File: src/rtl/lc3b_types.sv
// Shared LC-3b control types: opcode and ALU-op encodings, write mask,
// mux-select constants and the bundle of control outputs with its idle value.
package lc3b_types;

  typedef enum logic [3:0] {
    op_br   = 4'h0,
    op_add  = 4'h1,
    op_ldb  = 4'h2,
    op_stb  = 4'h3,
    op_jsr  = 4'h4,
    op_and  = 4'h5,
    op_ldr  = 4'h6,
    op_str  = 4'h7,
    op_rti  = 4'h8,
    op_not  = 4'h9,
    op_ldi  = 4'ha,
    op_sti  = 4'hb,
    op_jmp  = 4'hc,
    op_shf  = 4'hd,
    op_lea  = 4'he,
    op_trap = 4'hf
  } lc3b_opcode;

  typedef enum logic [2:0] {
    alu_add, alu_and, alu_not, alu_pass, alu_sll, alu_srl, alu_sra
  } lc3b_aluop;

  typedef logic [1:0] lc3b_mem_wmask;

  localparam logic       PCMUX_PLUS2    = 1'b0;
  localparam logic       PCMUX_BRADD    = 1'b1;
  localparam logic       MARMUX_ALU     = 1'b0;
  localparam logic       MARMUX_PC      = 1'b1;
  localparam logic       MDRMUX_ALU     = 1'b0;
  localparam logic       MDRMUX_MEM     = 1'b1;
  localparam logic [1:0] REGMUX_ALU     = 2'd0;
  localparam logic [1:0] REGMUX_MDR     = 2'd1;
  localparam logic [1:0] REGMUX_MDR_B   = 2'd2;
  localparam logic [1:0] ALUMUX_SR2     = 2'd0;
  localparam logic [1:0] ALUMUX_OFFS6   = 2'd2;
  localparam logic       STOREMUX_SR1   = 1'b0;
  localparam logic       STOREMUX_DR    = 1'b1;
  localparam lc3b_mem_wmask WMASK_WORD  = 2'b11;
  localparam lc3b_mem_wmask WMASK_LO    = 2'b01;
  localparam lc3b_mem_wmask WMASK_HI    = 2'b10;

  typedef struct packed {
    logic          load_pc;
    logic          load_ir;
    logic          load_regfile;
    logic          load_mar;
    logic          load_mdr;
    logic          load_cc;
    logic          pcmux_sel;
    logic          marmux_sel;
    logic          mdrmux_sel;
    logic [1:0]    regfilemux_sel;
    logic [1:0]    alumux_sel;
    logic          storemux_sel;
    lc3b_aluop     aluop;
    logic          mem_read;
    logic          mem_write;
    lc3b_mem_wmask mem_byte_enable;
    logic          mem_error;
  } ctrl_t;

  localparam ctrl_t CTRL_IDLE = '{
    load_pc: 1'b0, load_ir: 1'b0, load_regfile: 1'b0, load_mar: 1'b0,
    load_mdr: 1'b0, load_cc: 1'b0, pcmux_sel: PCMUX_PLUS2,
    marmux_sel: MARMUX_ALU, mdrmux_sel: MDRMUX_ALU,
    regfilemux_sel: REGMUX_ALU, alumux_sel: ALUMUX_SR2,
    storemux_sel: STOREMUX_SR1, aluop: alu_pass, mem_read: 1'b0,
    mem_write: 1'b0, mem_byte_enable: WMASK_WORD, mem_error: 1'b0
  };

  function automatic logic is_store_op(lc3b_opcode op);
    return (op == op_str) || (op == op_stb);
  endfunction

endpackage

File: src/rtl/mem_wait_timer.sv
// Bounded-wait counter for memory handshake states. Held at zero while
// clear is high, counts cycles with mem_resp low, saturates at MEM_TIMEOUT.
module mem_wait_timer #(
  parameter int MEM_TIMEOUT = 255,
  parameter int TO_WIDTH    = $clog2(MEM_TIMEOUT + 1)
) (
  input  logic clk,
  input  logic reset,
  input  logic clear,
  input  logic mem_resp,
  output logic expired
);

  localparam logic [TO_WIDTH-1:0] LIMIT = TO_WIDTH'(MEM_TIMEOUT);

  logic [TO_WIDTH-1:0] count;

  // count idle wait cycles, stopping at the limit
  always_ff @(posedge clk) begin
    if (reset || clear) begin
      count <= '0;
    end else if (!mem_resp && (count != LIMIT)) begin
      count <= count + TO_WIDTH'(1);
    end
  end

  assign expired = (count == LIMIT);

endmodule

File: src/rtl/lc3b_mc_control.sv
// LC-3b multicycle control unit: fetch/decode sequencing, ALU, branch and
// load/store flows, bounded memory waits and a sticky error state.
// Byte load/store support is enabled by defining LC3B_BYTE_OPS_EN.
module lc3b_mc_control
  import lc3b_types::*;
#(
  parameter int MEM_TIMEOUT = 255,
  parameter int TO_WIDTH    = $clog2(MEM_TIMEOUT + 1)
) (
  input  logic       clk,
  input  logic       reset,
  input  logic [3:0] opcode,
  input  logic       imm_mode,
  input  logic       branch_enable,
  input  logic       mar_lsb,
  input  logic       mem_resp,
  output logic       load_pc,
  output logic       load_ir,
  output logic       load_regfile,
  output logic       load_mar,
  output logic       load_mdr,
  output logic       load_cc,
  output logic       pcmux_sel,
  output logic       marmux_sel,
  output logic       mdrmux_sel,
  output logic [1:0] regfilemux_sel,
  output logic [1:0] alumux_sel,
  output logic       storemux_sel,
  output logic [2:0] aluop,
  output logic       mem_read,
  output logic       mem_write,
  output logic [1:0] mem_byte_enable,
  output logic       mem_error
);

`ifdef LC3B_BYTE_OPS_EN
  localparam logic BYTE_OPS = 1'b1;
`else
  localparam logic BYTE_OPS = 1'b0;
`endif

  typedef enum logic [3:0] {
    FETCH1, FETCH2, FETCH3, DECODE, S_ADD, S_AND, S_NOT, S_BR, S_BR_TAKEN,
    S_CALC_ADDR, S_LD1, S_LD2, S_ST1, S_ST2, S_ERROR
  } state_t;

  state_t     state, next_state;
  lc3b_opcode op;
  ctrl_t      ctrl;
  logic       in_wait, expired;

  assign op      = lc3b_opcode'(opcode);
  assign in_wait = (state == FETCH2) || (state == S_LD1) || (state == S_ST2);

  mem_wait_timer #(.MEM_TIMEOUT(MEM_TIMEOUT), .TO_WIDTH(TO_WIDTH)) u_timer (
    .clk      (clk),
    .reset    (reset),
    .clear    (!in_wait),
    .mem_resp (mem_resp),
    .expired  (expired)
  );

  // state register
  always_ff @(posedge clk) begin
    if (reset) state <= FETCH1;
    else       state <= next_state;
  end

  // next-state and Moore outputs; outputs held idle while reset is high
  always_comb begin
    ctrl       = CTRL_IDLE;
    next_state = state;
    case (state)
      FETCH1: begin
        ctrl.load_mar   = 1'b1;
        ctrl.marmux_sel = MARMUX_PC;
        ctrl.load_pc    = 1'b1;
        ctrl.pcmux_sel  = PCMUX_PLUS2;
        next_state      = FETCH2;
      end
      FETCH2: begin
        ctrl.mem_read   = 1'b1;
        ctrl.mdrmux_sel = MDRMUX_MEM;
        ctrl.load_mdr   = 1'b1;
        if (mem_resp)     next_state = FETCH3;
        else if (expired) next_state = S_ERROR;
      end
      FETCH3: begin
        ctrl.load_ir = 1'b1;
        next_state   = DECODE;
      end
      DECODE: begin
        case (op)
          op_add:         next_state = S_ADD;
          op_and:         next_state = S_AND;
          op_not:         next_state = S_NOT;
          op_br:          next_state = S_BR;
          op_ldr, op_str: next_state = S_CALC_ADDR;
          op_ldb, op_stb: next_state = BYTE_OPS ? S_CALC_ADDR : FETCH1;
          default:        next_state = FETCH1;
        endcase
      end
      S_ADD, S_AND, S_NOT: begin
        ctrl.aluop          = (state == S_ADD) ? alu_add :
                              (state == S_AND) ? alu_and : alu_not;
        ctrl.alumux_sel     = (state == S_NOT) ? ALUMUX_SR2 : {1'b0, imm_mode};
        ctrl.load_regfile   = 1'b1;
        ctrl.regfilemux_sel = REGMUX_ALU;
        ctrl.load_cc        = 1'b1;
        next_state          = FETCH1;
      end
      S_BR:       next_state = branch_enable ? S_BR_TAKEN : FETCH1;
      S_BR_TAKEN: begin
        ctrl.load_pc   = 1'b1;
        ctrl.pcmux_sel = PCMUX_BRADD;
        next_state     = FETCH1;
      end
      S_CALC_ADDR: begin
        ctrl.alumux_sel = ALUMUX_OFFS6;
        ctrl.aluop      = alu_add;
        ctrl.load_mar   = 1'b1;
        next_state      = is_store_op(op) ? S_ST1 : S_LD1;
      end
      S_LD1: begin
        ctrl.mem_read   = 1'b1;
        ctrl.mdrmux_sel = MDRMUX_MEM;
        ctrl.load_mdr   = 1'b1;
        if (mem_resp)     next_state = S_LD2;
        else if (expired) next_state = S_ERROR;
      end
      S_LD2: begin
        ctrl.load_regfile   = 1'b1;
        ctrl.load_cc        = 1'b1;
        ctrl.regfilemux_sel = (BYTE_OPS && op == op_ldb) ? REGMUX_MDR_B : REGMUX_MDR;
        next_state          = FETCH1;
      end
      S_ST1: begin
        ctrl.storemux_sel = STOREMUX_DR;
        ctrl.mdrmux_sel   = MDRMUX_ALU;
        ctrl.aluop        = alu_pass;
        ctrl.load_mdr     = 1'b1;
        next_state        = S_ST2;
      end
      S_ST2: begin
        ctrl.mem_write = 1'b1;
        if (BYTE_OPS && op == op_stb) ctrl.mem_byte_enable = mar_lsb ? WMASK_HI : WMASK_LO;
        if (mem_resp)     next_state = FETCH1;
        else if (expired) next_state = S_ERROR;
      end
      S_ERROR: ctrl.mem_error = 1'b1;
      default: next_state = FETCH1;
    endcase
    if (reset) ctrl = CTRL_IDLE;
  end

  assign load_pc         = ctrl.load_pc;
  assign load_ir         = ctrl.load_ir;
  assign load_regfile    = ctrl.load_regfile;
  assign load_mar        = ctrl.load_mar;
  assign load_mdr        = ctrl.load_mdr;
  assign load_cc         = ctrl.load_cc;
  assign pcmux_sel       = ctrl.pcmux_sel;
  assign marmux_sel      = ctrl.marmux_sel;
  assign mdrmux_sel      = ctrl.mdrmux_sel;
  assign regfilemux_sel  = ctrl.regfilemux_sel;
  assign alumux_sel      = ctrl.alumux_sel;
  assign storemux_sel    = ctrl.storemux_sel;
  assign aluop           = ctrl.aluop;
  assign mem_read        = ctrl.mem_read;
  assign mem_write       = ctrl.mem_write;
  assign mem_byte_enable = ctrl.mem_byte_enable;
  assign mem_error       = ctrl.mem_error;

endmodule

File: config.mk
export PLATFORM = sky130hd
export DESIGN_NAME = lc3b_mc_control
export DESIGN_NICKNAME = d
export VERILOG_FILES = /design/src/rtl/lc3b_types.sv /design/src/rtl/mem_wait_timer.sv /design/src/rtl/lc3b_mc_control.sv
export SDC_FILE = /design/constraint.sdc
export NUM_CORES = 1
export LEC_CHECK = 0
export BUFFER_PORTS_ARGS = -buffer_cell sky130_fd_sc_hd__buf_2
export CAP_MARGIN = 25
export CORE_UTILIZATION = 47
export DETAILED_ROUTE_END_ITERATION = 10
export PLACE_DENSITY = 0.76
export SYNTH_ARGS = -nofsm -noshare
export SYNTH_HDL_FRONTEND = slang
export SYNTH_SLANG_ARGS = --single-unit
File: constraint.sdc
create_clock -name clk -period 1.45 [get_ports clk]
set_input_delay 0.145 -clock clk [delete_from_list [all_inputs] [get_ports clk]]
set_output_delay 0.145 -clock clk [all_outputs]
set_load 0.005 [all_outputs]
==> implementation parameters <==
Parameter                              Value

Die
  Starting density of the core    roughly 50%
  Die Height    between 50 and 60 um
  Row cnt    17
  Die Width    approximately 50 um
  Die area    between 2000 and 3000 um2
  Total I/O pin count    32
  Core Region    2250 um2

Synth
  Cell type with the largest total area after synthesis    sky130_fd_sc_hd__dfxtp_1
  Post-synth top flop    sky130_fd_sc_hd__dfxtp_1
  Average cell area after synthesis    7.67 um2
  Synthesized cell area    1140 um2
  Fraction of synthesized area in multiplexers    1.86%
  Adder-Cell Fraction of Synth Area    roughly 2.0%
  Area share of and/or/nand/nor cells after synthesis    38.3%
  Number of instances in the synthesized netlist    149
  Yosys warns    0
  Dominant combinational cell family by area after synthesis    simple AND/OR/NAND/NOR gates
  Top area cells in the synthesized netlist    sky130_fd_sc_hd__dfxtp_1 (21%), sky130_fd_sc_hd__buf_4 (4.6%), sky130_fd_sc_hd__nor2_1 (3.6%), sky130_fd_sc_hd__a21oi_2 (3.1%), sky130_fd_sc_hd__o21ai_0 (3.1%)
  Number of enable flip-flop cells after synthesis    0
  Compound-gate portion of the synthesized area    22.2%
  Fraction of post-synthesis cell area in the top cell type by area    21.0%
  Async S/R FF share, synth    0%
  Flip-flop and latch count after synthesis    12
  Register area share after synthesis    21.0%
  Share of the synthesized netlist area taken by xor and xnor gates    3.83%
  Distinct cell type count after synthesis    60

Global routing
  Initial antenna violation count    0
  Aggregate global-route resource usage    25.8%
  Remaining global-route overflow    0
  Wire length of the first global-routing pass    ~5200 um
  Number of global-route vias before repair    1,160
  Largest net degree at the start of global routing    15

Run
  Max Cap Violations    0

Clocking
  Clock network latency to the later pin of the worst-skew pair    0.29 ns
  Total CTS buffers    3
  Level count of the clock H-tree    1
  Clock root buffer    sky130_fd_sc_hd__clkbuf_4
  Clock tree from TritonCTS    done
  Clock tree sinks    12
  CTS clk-pin slew, worst paths    0.09 ns
  Number of buffers on the longest clock path    2

Status
  Status    finished with violations
  Violations in the final reports    negative setup slack

Power and ir drop
  Sw frac    a little under two fifths
  Relative contribution of sequential cells to total power    between 20% and 30%
  P_sw    0.526 mW
  Fraction of power consumed by combinational cells    about 53%
  Cell Pwr Density    772 nW/um2
  Total leakage power    slightly below 0.8 nW
  VDD IR-drop max    0.733 mV
  Post-layout total power    1.41 mW
  Internal Power    0.884 mW
  Fraction of power consumed by the clock network    19.9%

Routing
  Number of design rule violations left after detail routing    0
  Wirelength, routed    4040 um
  Starting DRC count in detailed routing    54
  Detail-routed net length per standard cell    roughly 17 um
  DRT Pass-1 Iters    4
  Residual antenna-violating net count after detailed routing    0
  Post-detailed-route via-to-cell ratio    5.86
  Total via count in the routed design    1,383

Critical path
  Crit Path Category    flip-flop to flip-flop
  Maximum net fanout on the critical path    7
  Setup slack, reg-to-reg    -0.21 ns
  Arrival time reported for the critical path endpoint    1.87 ns
  Origin of the worst setup path    state[1]
  CP Capture Point    state[1]
  Worst R2R Path Depth    7
  Startpoint of the worst register-to-register path    state[1]
  End of the worst register-to-register path    state[1]
  Kind of end point of the critical path    flip-flop
  Worst Setup Start Kind    flip-flop
  Data required time of the worst path    1.66 ns

Finish
  Post-route cell area    1830 um2
  Proportion of layout cells with a drive suffix above 1    57.2%
  Net count reported at finish    220
  Antenna Cells    0
  Area growth from synthesis to layout    59.8%

Placement
  Placement-stage worst setup slack    -0.00468 ns
  Post-place instance area    1390 um2
  DPL Wire Length    ~2200 um
  Port bufs    26
  Placer congestion estimate    0.870

Worst hold path
  Path type of the worst min-delay path    input port to flip-flop

STA
  Final number of max-transition violations    0
  Unrepaired setup endpoints after global routing    yes
  Skew final    0.0110 ns
  Period utilization    115%
  Final setup viols    26
  Period minus WS final    1.66 ns
  TNS Setup    -2.28 ns
  Final count of hold timing violations    0
  Post-route worst setup slack    -0.213 ns
  Achievable clock frequency    601 MHz
worst min-delay path by stage:
stage          cells past startpoint          endpoint        startpoint
3_3_place_gp                       2  u_timer.count[7]  u_timer.count[7]
2_1_floorplan                      1      storemux_sel             reset
3_5_place_dp                       2  u_timer.count[7]  u_timer.count[7]
5_1_grt                            3          state[0]         opcode[3]
6_report                           3          state[0]         opcode[3]
4_1_cts                            3          state[0]         opcode[3]
timing repair:
action	CTS	global route
pin swaps	9	21
resized for setup	29	37
hold buffers	0	0
endpoints found under the hold margin	0	0
endpoints found under the setup margin	26	26
setup buffers	12	9
placed cells by master (no fill, tap or decap), types with 4 or more instances in the layout:
master / synthesis / routed
sky130_fd_sc_hd__a21oi_1: 6 / 5
sky130_fd_sc_hd__or3_1: 5 / 5
sky130_fd_sc_hd__xor2_1: 4 / 4
sky130_fd_sc_hd__nor2_1: 11 / 8
sky130_fd_sc_hd__dfxtp_4: 0 / 4
sky130_fd_sc_hd__nand2_1: 5 / 4
sky130_fd_sc_hd__buf_2: 5 / 25
sky130_fd_sc_hd__o21ai_0: 7 / 6
sky130_fd_sc_hd__o21ai_1: 3 / 4
sky130_fd_sc_hd__nor2_2: 4 / 5
sky130_fd_sc_hd__conb_1: 2 / 4
sky130_fd_sc_hd__a21oi_2: 4 / 5
sky130_fd_sc_hd__buf_4: 7 / 27
sky130_fd_sc_hd__buf_6: 1 / 16
sky130_fd_sc_hd__inv_1: 5 / 4
sky130_fd_sc_hd__dfxtp_1: 12 / 6
synth_stat cells (all sizes together), types with 2 or more instances:
cell and n:
o211ai 3, nand3 2, and3 3, nand2b 6, conb 2, inv 5, dfxtp 12, nand2 6
or2 5, nor2 15, buf 13, or3 6, nor4bb 2, a21oi 10, nor3 5, nand4 2
xor2 4, nand3b 2, clkbuf 2, nor2b 3, nor4 4, a31oi 2, o21ai 10
per-layer routing:
metal  track usage (%)  up-vias  routed length (um)
li1                  -      650                   -
met1              31.1      658                1560
met2              48.7       65                2170
met3              4.76       10                 215
met4              2.25        0                  98
met5                 0        -                   0
state kept, by name, summed over array words and instances (netlist names):
register       cells
u_timer.count      8
state              4
power by group through the flow:
| stage | Clock [mW] | Combinational (mW) | Sequential, mW |
|---|---|---|---|
| 5_1_grt | 0.312 | 0.785 | 0.393 |
| 6_report | 0.281 | 0.741 | 0.389 |
| 4_1_cts | 0.277 | 0.590 | 0.380 |
| 2_1_floorplan | 0 | 0.315 | 0.370 |
| 3_5_place_dp | 0 | 0.443 | 0.380 |
| 3_3_place_gp | 0 | 0.429 | 0.379 |
logic make-up after synthesis:
kind of cell | after synthesis
compound gates | 37
xor+xnor | 5
fa+ha+maj | 2
buf+inv | 20
flops | 12
mux | 2
other cells | 2
simple gates | 69
cell type report:
class | instances | area [um2]
Multi-Input combinational cell | 119 | 970
Clock buffer | 4 | 36.3
Tap cell | 28 | 35.0
Timing Repair Buffer | 68 | 508
Sequential cell | 12 | 258
Fill cell | 134 | 429
Inverter | 5 | 18.8
through the flow:
stage,hold slack [ns],util [%],instances
global placement,0.502,61.7,213
finish,0.228,81.0,236
floorplan,0.329,-,151
CTS,0.221,72.1,229
global route,0.243,81.0,236
detailed placement,0.516,61.7,213
critical path, stage by stage (launching register included):
cell                       delay [ns]
sky130_fd_sc_hd__dfxtp_4         0.40
sky130_fd_sc_hd__buf_4           0.13
sky130_fd_sc_hd__buf_6           0.12
sky130_fd_sc_hd__buf_6           0.13
sky130_fd_sc_hd__nand3b_1        0.14
sky130_fd_sc_hd__nor4_2          0.35
sky130_fd_sc_hd__a211oi_1        0.12
sky130_fd_sc_hd__o21ai_1         0.19
Power figures use the tool's default switching activity.
